## config.mk

```make
export PLATFORM = sky130hd
export DESIGN_NAME = gcd_result_display
export DESIGN_NICKNAME = d
export VERILOG_FILES = /design/src/rtl/gcd_result_display.sv
export SDC_FILE = /design/constraint.sdc
export NUM_CORES = 1
export LEC_CHECK = 0
export ABC_AREA = 1
export BUFFER_PORTS_ARGS = -buffer_cell sky130_fd_sc_hd__buf_4
export CAP_MARGIN = 20
export CORE_MARGIN = 8
export CORE_UTILIZATION = 53
export CTS_BUF_LIST = sky130_fd_sc_hd__clkbuf_16
export DETAILED_ROUTE_END_ITERATION = 7
export GPL_TIMING_DRIVEN = 0
export HOLD_SLACK_MARGIN = 0.1
export PLACE_DENSITY = 0.79
export SLEW_MARGIN = 15
export SYNTH_ARGS = -nofsm -noshare
export SYNTH_HDL_FRONTEND = slang
export SYNTH_SLANG_ARGS = --single-unit
```

## constraint.sdc

```tcl
create_clock -name clk -period 1.3 [get_ports clk]
set_input_delay 0.195 -clock clk [delete_from_list [all_inputs] [get_ports clk]]
set_output_delay 0.195 -clock clk [all_outputs]
set_load 0.005 [all_outputs]
```

## src/rtl/gcd_result_display.sv

```systemverilog
// ============================================================================
// gcd_result_display
//
// Purpose:
//   Captures the GCD result when the controller raises d_ld and converts it to
//   four BCD digits with a sequential shift-add-3 (double dabble) engine. The
//   engine processes one result bit per clock. The last completed BCD value is
//   shown on a time-multiplexed 4-digit common-anode seven-segment display. The
//   display stays dark unless done=1 and a completed conversion is available.
//
// Parameters:
//   WIDTH        result width in bits, 1..13 (8191 still fits four BCD digits)
//   REFRESH_DIV  number of clocks each digit stays lit before the scan advances
//
// Ports:
//   clk        system clock; all state changes on the rising edge
//   reset      asynchronous, active-low; 0 clears all state immediately
//   d_ld       result-load strobe; only its rising edge starts a conversion
//   done       controller done flag; the display is enabled only while it is 1
//   result     GCD value, sampled on the d_ld rising edge
//   busy       1 while a conversion is in progress
//   bcd        {thousands, hundreds, tens, ones} of the last completed conversion
//   bcd_valid  1 from conversion completion until the next capture
//   an         digit anodes, active-low; an[0] drives the ones digit
//   seg        segments {g,f,e,d,c,b,a}, active-low
//
// Configuration:
//   LEADING_ZERO_BLANK_EN  when defined, leading zero digits (thousands down to
//                          tens) are blanked. The ones digit is always lit.
// ============================================================================
module gcd_result_display #(
    parameter int WIDTH       = 8,
    parameter int REFRESH_DIV = 50000
) (
    input  logic             clk,
    input  logic             reset,
    input  logic             d_ld,
    input  logic             done,
    input  logic [WIDTH-1:0] result,
    output logic             busy,
    output logic [15:0]      bcd,
    output logic             bcd_valid,
    output logic [3:0]       an,
    output logic [6:0]       seg
);

    localparam int              RW           = (REFRESH_DIV > 1) ? $clog2(REFRESH_DIV) : 1;
    localparam logic [RW-1:0]   REFRESH_LAST = RW'(REFRESH_DIV - 1);
    localparam logic [3:0]      COUNT_LAST   = 4'(WIDTH - 1);

    typedef enum logic {
        S_IDLE,
        S_CONV
    } state_t;

    // ------------------------------------------------------------------
    // Conversion state
    // ------------------------------------------------------------------
    state_t             r_state, w_state_next;
    logic               r_d_ld_q;
    logic [WIDTH-1:0]   r_shift, w_shift_next;
    logic [15:0]        r_scratch, w_scratch_next;
    logic [3:0]         r_count, w_count_next;
    logic               r_busy, w_busy_next;
    logic [15:0]        r_bcd, w_bcd_next;
    logic               r_bcd_valid, w_bcd_valid_next;

    logic               w_capture;
    logic [15:0]        w_scratch_adj;
    logic [15:0]        w_scratch_shl;

    assign w_capture = d_ld & ~r_d_ld_q;

    // Add 3 to every BCD nibble of 5 or more before the shift. After the
    // shift the nibble then carries correctly into the next decimal digit.
    generate
        for (genvar gi = 0; gi < 4; gi++) begin : g_adj
            assign w_scratch_adj[gi*4 +: 4] = (r_scratch[gi*4 +: 4] >= 4'd5)
                                            ? r_scratch[gi*4 +: 4] + 4'd3
                                            : r_scratch[gi*4 +: 4];
        end
    endgenerate

    // Shift the MSB of the binary operand into the BCD scratch register.
    // The scratch MSB is discarded; it stays zero because results fit 4 digits.
    assign w_scratch_shl = (w_scratch_adj << 1) | 16'(r_shift[WIDTH-1]);

    always_comb begin
        w_state_next     = r_state;
        w_shift_next     = r_shift;
        w_scratch_next   = r_scratch;
        w_count_next     = r_count;
        w_busy_next      = r_busy;
        w_bcd_next       = r_bcd;
        w_bcd_valid_next = r_bcd_valid;

        case (r_state)
            S_IDLE: begin
                if (w_capture) begin
                    w_shift_next     = result;
                    w_scratch_next   = 16'h0000;
                    w_count_next     = 4'd0;
                    w_busy_next      = 1'b1;
                    w_bcd_valid_next = 1'b0;
                    w_state_next     = S_CONV;
                end
            end
            S_CONV: begin
                // Capture events here are dropped. r_d_ld_q still follows
                // d_ld, so a level held across completion cannot retrigger.
                w_scratch_next = w_scratch_shl;
                w_shift_next   = r_shift << 1;
                w_count_next   = r_count + 4'd1;
                if (r_count == COUNT_LAST) begin
                    w_bcd_next       = w_scratch_shl;
                    w_bcd_valid_next = 1'b1;
                    w_busy_next      = 1'b0;
                    w_state_next     = S_IDLE;
                end
            end
            default: begin
                w_state_next = S_IDLE;
            end
        endcase
    end

    always_ff @(posedge clk or negedge reset) begin
        if (!reset) begin
            r_state     <= S_IDLE;
            r_d_ld_q    <= 1'b0;
            r_shift     <= '0;
            r_scratch   <= 16'h0000;
            r_count     <= 4'd0;
            r_busy      <= 1'b0;
            r_bcd       <= 16'h0000;
            r_bcd_valid <= 1'b0;
        end else begin
            r_state     <= w_state_next;
            r_d_ld_q    <= d_ld;
            r_shift     <= w_shift_next;
            r_scratch   <= w_scratch_next;
            r_count     <= w_count_next;
            r_busy      <= w_busy_next;
            r_bcd       <= w_bcd_next;
            r_bcd_valid <= w_bcd_valid_next;
        end
    end

    // ------------------------------------------------------------------
    // Display scan
    // ------------------------------------------------------------------
    logic [RW-1:0]  r_refresh;
    logic [1:0]     r_digit;
    logic [3:0]     r_an;
    logic [6:0]     r_seg;
    logic [3:0]     w_nibble;
    logic [3:0]     w_blank;
    logic           w_lit;
    logic [6:0]     w_seg_dec;

    // The refresh counter and digit index run freely. The scan timing does
    // not depend on done or bcd_valid.
    always_ff @(posedge clk or negedge reset) begin
        if (!reset) begin
            r_refresh <= '0;
            r_digit   <= 2'd0;
        end else if (r_refresh == REFRESH_LAST) begin
            r_refresh <= '0;
            r_digit   <= r_digit + 2'd1;
        end else begin
            r_refresh <= r_refresh + RW'(1);
        end
    end

    assign w_nibble = r_bcd[r_digit*4 +: 4];

`ifdef LEADING_ZERO_BLANK_EN
    // Blank a digit when it and every higher digit are zero. The ones digit
    // is never blanked, so a value of 0 still shows "0".
    logic [3:1] w_zero;
    generate
        for (genvar gi = 1; gi < 4; gi++) begin : g_zero
            assign w_zero[gi] = (r_bcd[gi*4 +: 4] == 4'd0);
        end
    endgenerate
    assign w_blank[3] = w_zero[3];
    assign w_blank[2] = w_zero[2] & w_blank[3];
    assign w_blank[1] = w_zero[1] & w_blank[2];
    assign w_blank[0] = 1'b0;
`else
    assign w_blank = 4'b0000;
`endif

    assign w_lit = done & r_bcd_valid & ~w_blank[r_digit];

    always_comb begin
        w_seg_dec = 7'b1111111;
        case (w_nibble)
            4'd0:    w_seg_dec = 7'b1000000;
            4'd1:    w_seg_dec = 7'b1111001;
            4'd2:    w_seg_dec = 7'b0100100;
            4'd3:    w_seg_dec = 7'b0110000;
            4'd4:    w_seg_dec = 7'b0011001;
            4'd5:    w_seg_dec = 7'b0010010;
            4'd6:    w_seg_dec = 7'b0000010;
            4'd7:    w_seg_dec = 7'b1111000;
            4'd8:    w_seg_dec = 7'b0000000;
            4'd9:    w_seg_dec = 7'b0010000;
            default: w_seg_dec = 7'b1111111;
        endcase
    end

    always_ff @(posedge clk or negedge reset) begin
        if (!reset) begin
            r_an  <= 4'b1111;
            r_seg <= 7'b1111111;
        end else if (w_lit) begin
            r_an  <= ~(4'b0001 << r_digit);
            r_seg <= w_seg_dec;
        end else begin
            r_an  <= 4'b1111;
            r_seg <= 7'b1111111;
        end
    end

    assign busy      = r_busy;
    assign bcd       = r_bcd;
    assign bcd_valid = r_bcd_valid;
    assign an        = r_an;
    assign seg       = r_seg;

endmodule

```

# --- Word-level counts from Yosys, hierarchy flattened ---
# Memory sizes are Yosys's and may differ from the RTL's.
# Cells that the tools add are included.
totals:
  register_bits: 77
  rom_bits: 112
  input_bits: 12
  memories: 1
  output_inout_bits: 29
mem_list:
  columns: ["memory", "depth", "width", "read_ports", "rd_ports_with_merged_regs", "write_ports", "line", "text"]
  rows:
  - ["(name not given)", 16, 7, 1, 0, 0, "198", "case (w_nibble)"]
classes:
  n_lt_le_gt_ge: 5
  shift: 2
  n_addsub: 7
  n_reduce_logical: 2
  n_eq_ne: 4
  n_mux: 24
  bitwise: 8
ops:
  columns: ["operator", "count"]
  rows:
  - ["two-way mux 16 bit", 2]
  - ["case mux 16 bit (2 select lines)", 1]
  - ["two-way mux 4 bit", 5]
  - ["adder 16 x 1 -> 16 bit, second input constant", 1]
  - ["equality test 16 bit, second input constant", 1]
  - ["greater-or-equal comparator 4 x 3 -> 1 bit, second input constant", 4]
  - ["OR 16 x 1 -> 16 bit", 1]
  - ["case mux 8 bit (2 select lines)", 1]
  - ["indexed part select 16 x 5 -> 4 bit", 1]
  - ["adder 4 x 2 -> 4 bit, second input constant", 3]
  - ["two-way mux 8 bit", 1]
  - ["case mux 4 bit (2 select lines)", 1]
  - ["two-way mux 1 bit", 7]
  - ["two-way mux 7 bit", 1]
  - ["case mux 1 bit (2 select lines)", 3]
  - ["adder 4 x 1 -> 4 bit, second input constant", 1]
  - ["equality test 4 x 3 -> 1 bit, second input constant", 1]
  - ["inverter 4 bit", 1]
  - ["AND reduction 2 bit", 2]
  - ["left shift 1 x 2 -> 4 bit, first input constant", 1]
  - ["adder 3 x 2 -> 3 bit, second input constant", 1]
  - ["AND 1 bit", 3]
  - ["< comparator 2 x 3 -> 1 bit, second input constant", 1]
  - ["two-way mux 3 bit", 1]
  - ["5 further kinds", 7]

# --- Depth between registers and ports, before layout ---
depth:
  depth_word: 5
  ltp_mapped: 11
  mapped_depth_nobuf: 10

# --- Worst setup path before layout ---
# No wires, ideal clock.
synth_path:
  path_type: "reg2reg"
  from: "register r_digit[0]"
  to: "register r_seg[5], in the netlist seg[5]"
  n_path_buf: 1
  setup_slack_ns: -0.145
  setup_time_ns: 0.083
  period_less_slack_ns: 1.445
  arrival_ns: 1.363
  path_stages_with_launch: 11
  cell_sequence: "dfrtp_1 > buf_6 > inv_6 > nand2_1 > nand3_1 > nand2_1 > inv_1 > ha_1 > nand3b_1 > nand3_1 > nand2_1"
synth_via:
  elab_chain_cells: 5
synth_lines:
  columns: ["item", "line", "text"]
  rows:
  - ["from (decl)", "153", "logic [1:0] r_digit;"]
  - ["from (signal assigned)", "169", "r_digit <= r_digit + 2'd1;"]
  - ["parallel branches: the longest is 4 deep, another holds memory read (16 x 7 bit)", null, null]
  - ["two-way mux 7 bit *", "217", "end else if (w_lit) begin"]
  - ["to (signal assigned)", "219", "r_seg <= w_seg_dec;"]
  - ["to (decl)", "155", "logic [6:0] r_seg;"]
# Every way passes the cells marked *. The select of a mux whose other input is x is not followed.
# A chain may end at the register's enable or synchronous reset.

# --- Final worst setup path ---
# Same ends and word-level chain as after synthesis.

==> run_results.csv <==
group,metric,value,unit
placement,dp_hpwl,6.00,mm
status,violations,"setup timing",
sta,timing.final.ws_setup,-0.218,ns
die,io_pins,41,
job,drv_cap,0,
power_and_ir_drop,ir_worst_vdd,1.18,mV
cells_and_area,final_common_cell,"nand2_1",
die,die_h,101,um
detailed_routing,postRouteAntennaNets,0,
placement,io_buffer_count,40,
sta,rsz0062_at_grt,"true",
cells_and_area,synthToLayoutAreaGrowth,48.0,%
detailed_routing,avgViaCountPerCell,5.56,
detailed_routing,first_iter_violations,196,
grt,grt_overflow,0,
cells_and_area,finalNetCount,580,
sta,setup_viol,35,
setup_path,worstSetupStartpointType,"register",
clocking,cts_htree_levels,3,
yosys,ys_seq_elements,77,
grt,grt_pass1_wl,15.2,mm
clocking,insertion_delay,0.34,ns
detailed_routing,vias,3628,
yosys,syn_nets,479,
cells_and_area,mostFrequentLayoutCells,"88 x nand2_1, 71 x buf_4, 62 x dfrtp_1, 34 x nand2_2, 33 x inv_1",
clocking,root_buffer,"clkbuf_16",
sta,worst_pin_slew,0.676,ns
sta,relSlewSlack,54.9,%
sta,drv_slew,0,
grt,antenna_found_initial,0,
sta,fin_skew,0.00750,ns
die,dieWidth,101,um
setup_path,end_kind,"register",
setup_path,crit_path_max_fanout,6,
yosys,avgSynthCellArea,8.53,um2
detailed_routing,drt_pass1_iterations,4,
sta,fmax,659,MHz
yosys,yosysWarnings,0,
grt,grt_usage,18.8,%
detailed_routing,wirelength,11.3,mm
power_and_ir_drop,finalPower,12400,uW
placement,pre_cts_ws,-0.226,ns
die,fp-row-count,31,
clocking,cts.sinks,77,
sta,fin_crit_sh,117,%
setup_path,cp.required,1.56,ns
sta,period_minus_slack,1.52,ns
yosys,synthCells,448,
yosys,yosysSeqAreaShare,50.8,%
yosys,syn-cell-area,0.00382,mm2
detailed_routing,drc,0,
clocking,cts_tree,"built",
clocking,clk_pin_slew_worst_paths,0.06,ns
yosys,async_flop_share,100,%
cells_and_area,drive_above_1_share,45.8,%
clocking,cts_made_buffers,9,
die,coreArea,0.00714,mm2
grt,grt_max_degree,78,
status,status,"finished, violations left",
power_and_ir_drop,power.density,2190,mW/mm2
yosys,synth_flop_cell,"dfrtp_1",
grt,grt_pass1_vias,3454,
setup_path,crit_type,"reg -> reg",
yosys,synthDistinctLibCells,35,
detailed_routing,drt-wirelength-per-cell,17.3,um
placement,gp_congestion,0.896,
cells_and_area,insertedDiodeCount,0,
yosys,synth_edf_count,0,
cells_and_area,utilization,79.3,%
power_and_ir_drop,p_leak,0.00269,uW
die,start_util,53.6,%
die,die_area,0.0102,mm2
setup_path,worstPathArrival,1.78,ns
sta,finalHoldViolations,0,
min_path,hp-class,"in -> reg",
clocking,cts_buffer_depth,2,
==> worst max-delay path: stages (launching register included) <==
cell      delay [ns]
dfrtp_1         0.42
buf_6           0.17
nand2_1         0.14
nand3_4         0.11
nand2_8         0.10
inv_4           0.05
ha_4            0.14
nand3b_1        0.16
nand3_1         0.09
nand2_1         0.06
==> area by class of cell <==
cell class                 instances  area, um2
inverter                          54        230
tap                               99        124
multi-input combinational        310       2260
fill                             422       1480
buffer                             8       72.6
clock buffer                       9        225
timing repair inverter             1       6.26
timing repair buffer              88        724
clock inverter                     7       67.6
sequential                        77       1950
==> final timing paths <==
path | start | to | slack, ns | depth (start not counted)
setup / recovery | r_digit[0] | seg[5] | -0.22 | 9
hold / removal | result[1] | r_shift[1] | 0.10 | 3
setup reg to reg | r_digit[0] | seg[5] | -0.22 | 9
hold reg to reg | r_shift[0] | r_shift[0] | 0.49 | 2
max in group asynchronous | reset | r_state | 0.35 | 2
min in group asynchronous | reset | r_refresh[4] | 0.44 | 2
==> registers in the layout, summed over array words and instances, names as in the netlist <==
register	cells
r_scratch	16
seg	7
r_refresh	16
r_state	1
busy	1
bcd	16
r_count	4
an	4
r_d_ld_q	1
bcd_valid	1
r_digit	2
r_shift	8
==> timing repair <==
action / 4_1_cts / 5_1_grt
pin swaps: 11 / 36
endpoints found under the setup margin: 60 / 118
hold buffers: 9 / 0
hold endpoints to repair: 74 / 0
gates cloned: 2 / 3
setup buffers: 16 / 20
gates resized for setup: 44 / 153
==> metal layers <==
metal | global-route usage, % | share of wire, %
met1 | 20.1 | 37
met2 | 33.3 | 53
met3 | 4.49 | 5.6
met4 | 10.3 | 4.0
met5 | 0 | 0
==> stage by stage <==
step           instance area (um2)  instances  setup TNS (ns)  hold slack (ns)
4_1_cts                       4930        630          -0.801            0.103
2_1_floorplan                 3890        448          -0.206           -0.101
5_1_grt                       5660        653           -5.08            0.121
3_5_place_dp                  4320        587           -6.90            0.337
3_3_place_gp                  4320        587           -5.72            0.335
6_report                      5660        653           -2.31            0.102
==> cell families after synthesis <==
family	share of synthesized area, %
xor gates and xnor gates	1.60
adders and majority gates	6.22
DFF	50.8
and+or+nand+nor	25.2
AOI/OAI and AO/OA	9.56
buffers and inverters	6.64
==> power breakdown <==
group / internal [uW] / switching [uW]
combinational: 2640 / 3290
clock: 1470 / 1000
sequential: 3200 / 797
==> Yosys cell counts, drive strengths merged (3+ instances only) <==
| master | n | area (um2) |
|---|---|---|
| o21ai | 41 | 205 |
| nand4 | 9 | 56.3 |
| ha | 19 | 238 |
| o22ai | 6 | 37.5 |
| nand2 | 140 | 541 |
| dfrtp | 66 | 1650 |
| nor2 | 28 | 108 |
| a22oi | 3 | 22.5 |
| xor2 | 7 | 61.3 |
| nand3 | 35 | 198 |
| o211ai | 6 | 45.0 |
| inv | 54 | 208 |
| nor3 | 3 | 26.3 |
| buf | 6 | 38.8 |
| a21oi | 5 | 40.0 |
| dfstp | 11 | 289 |
| nand3b | 3 | 22.5 |
No activity file was read; power rests on OpenSTA's default activity.
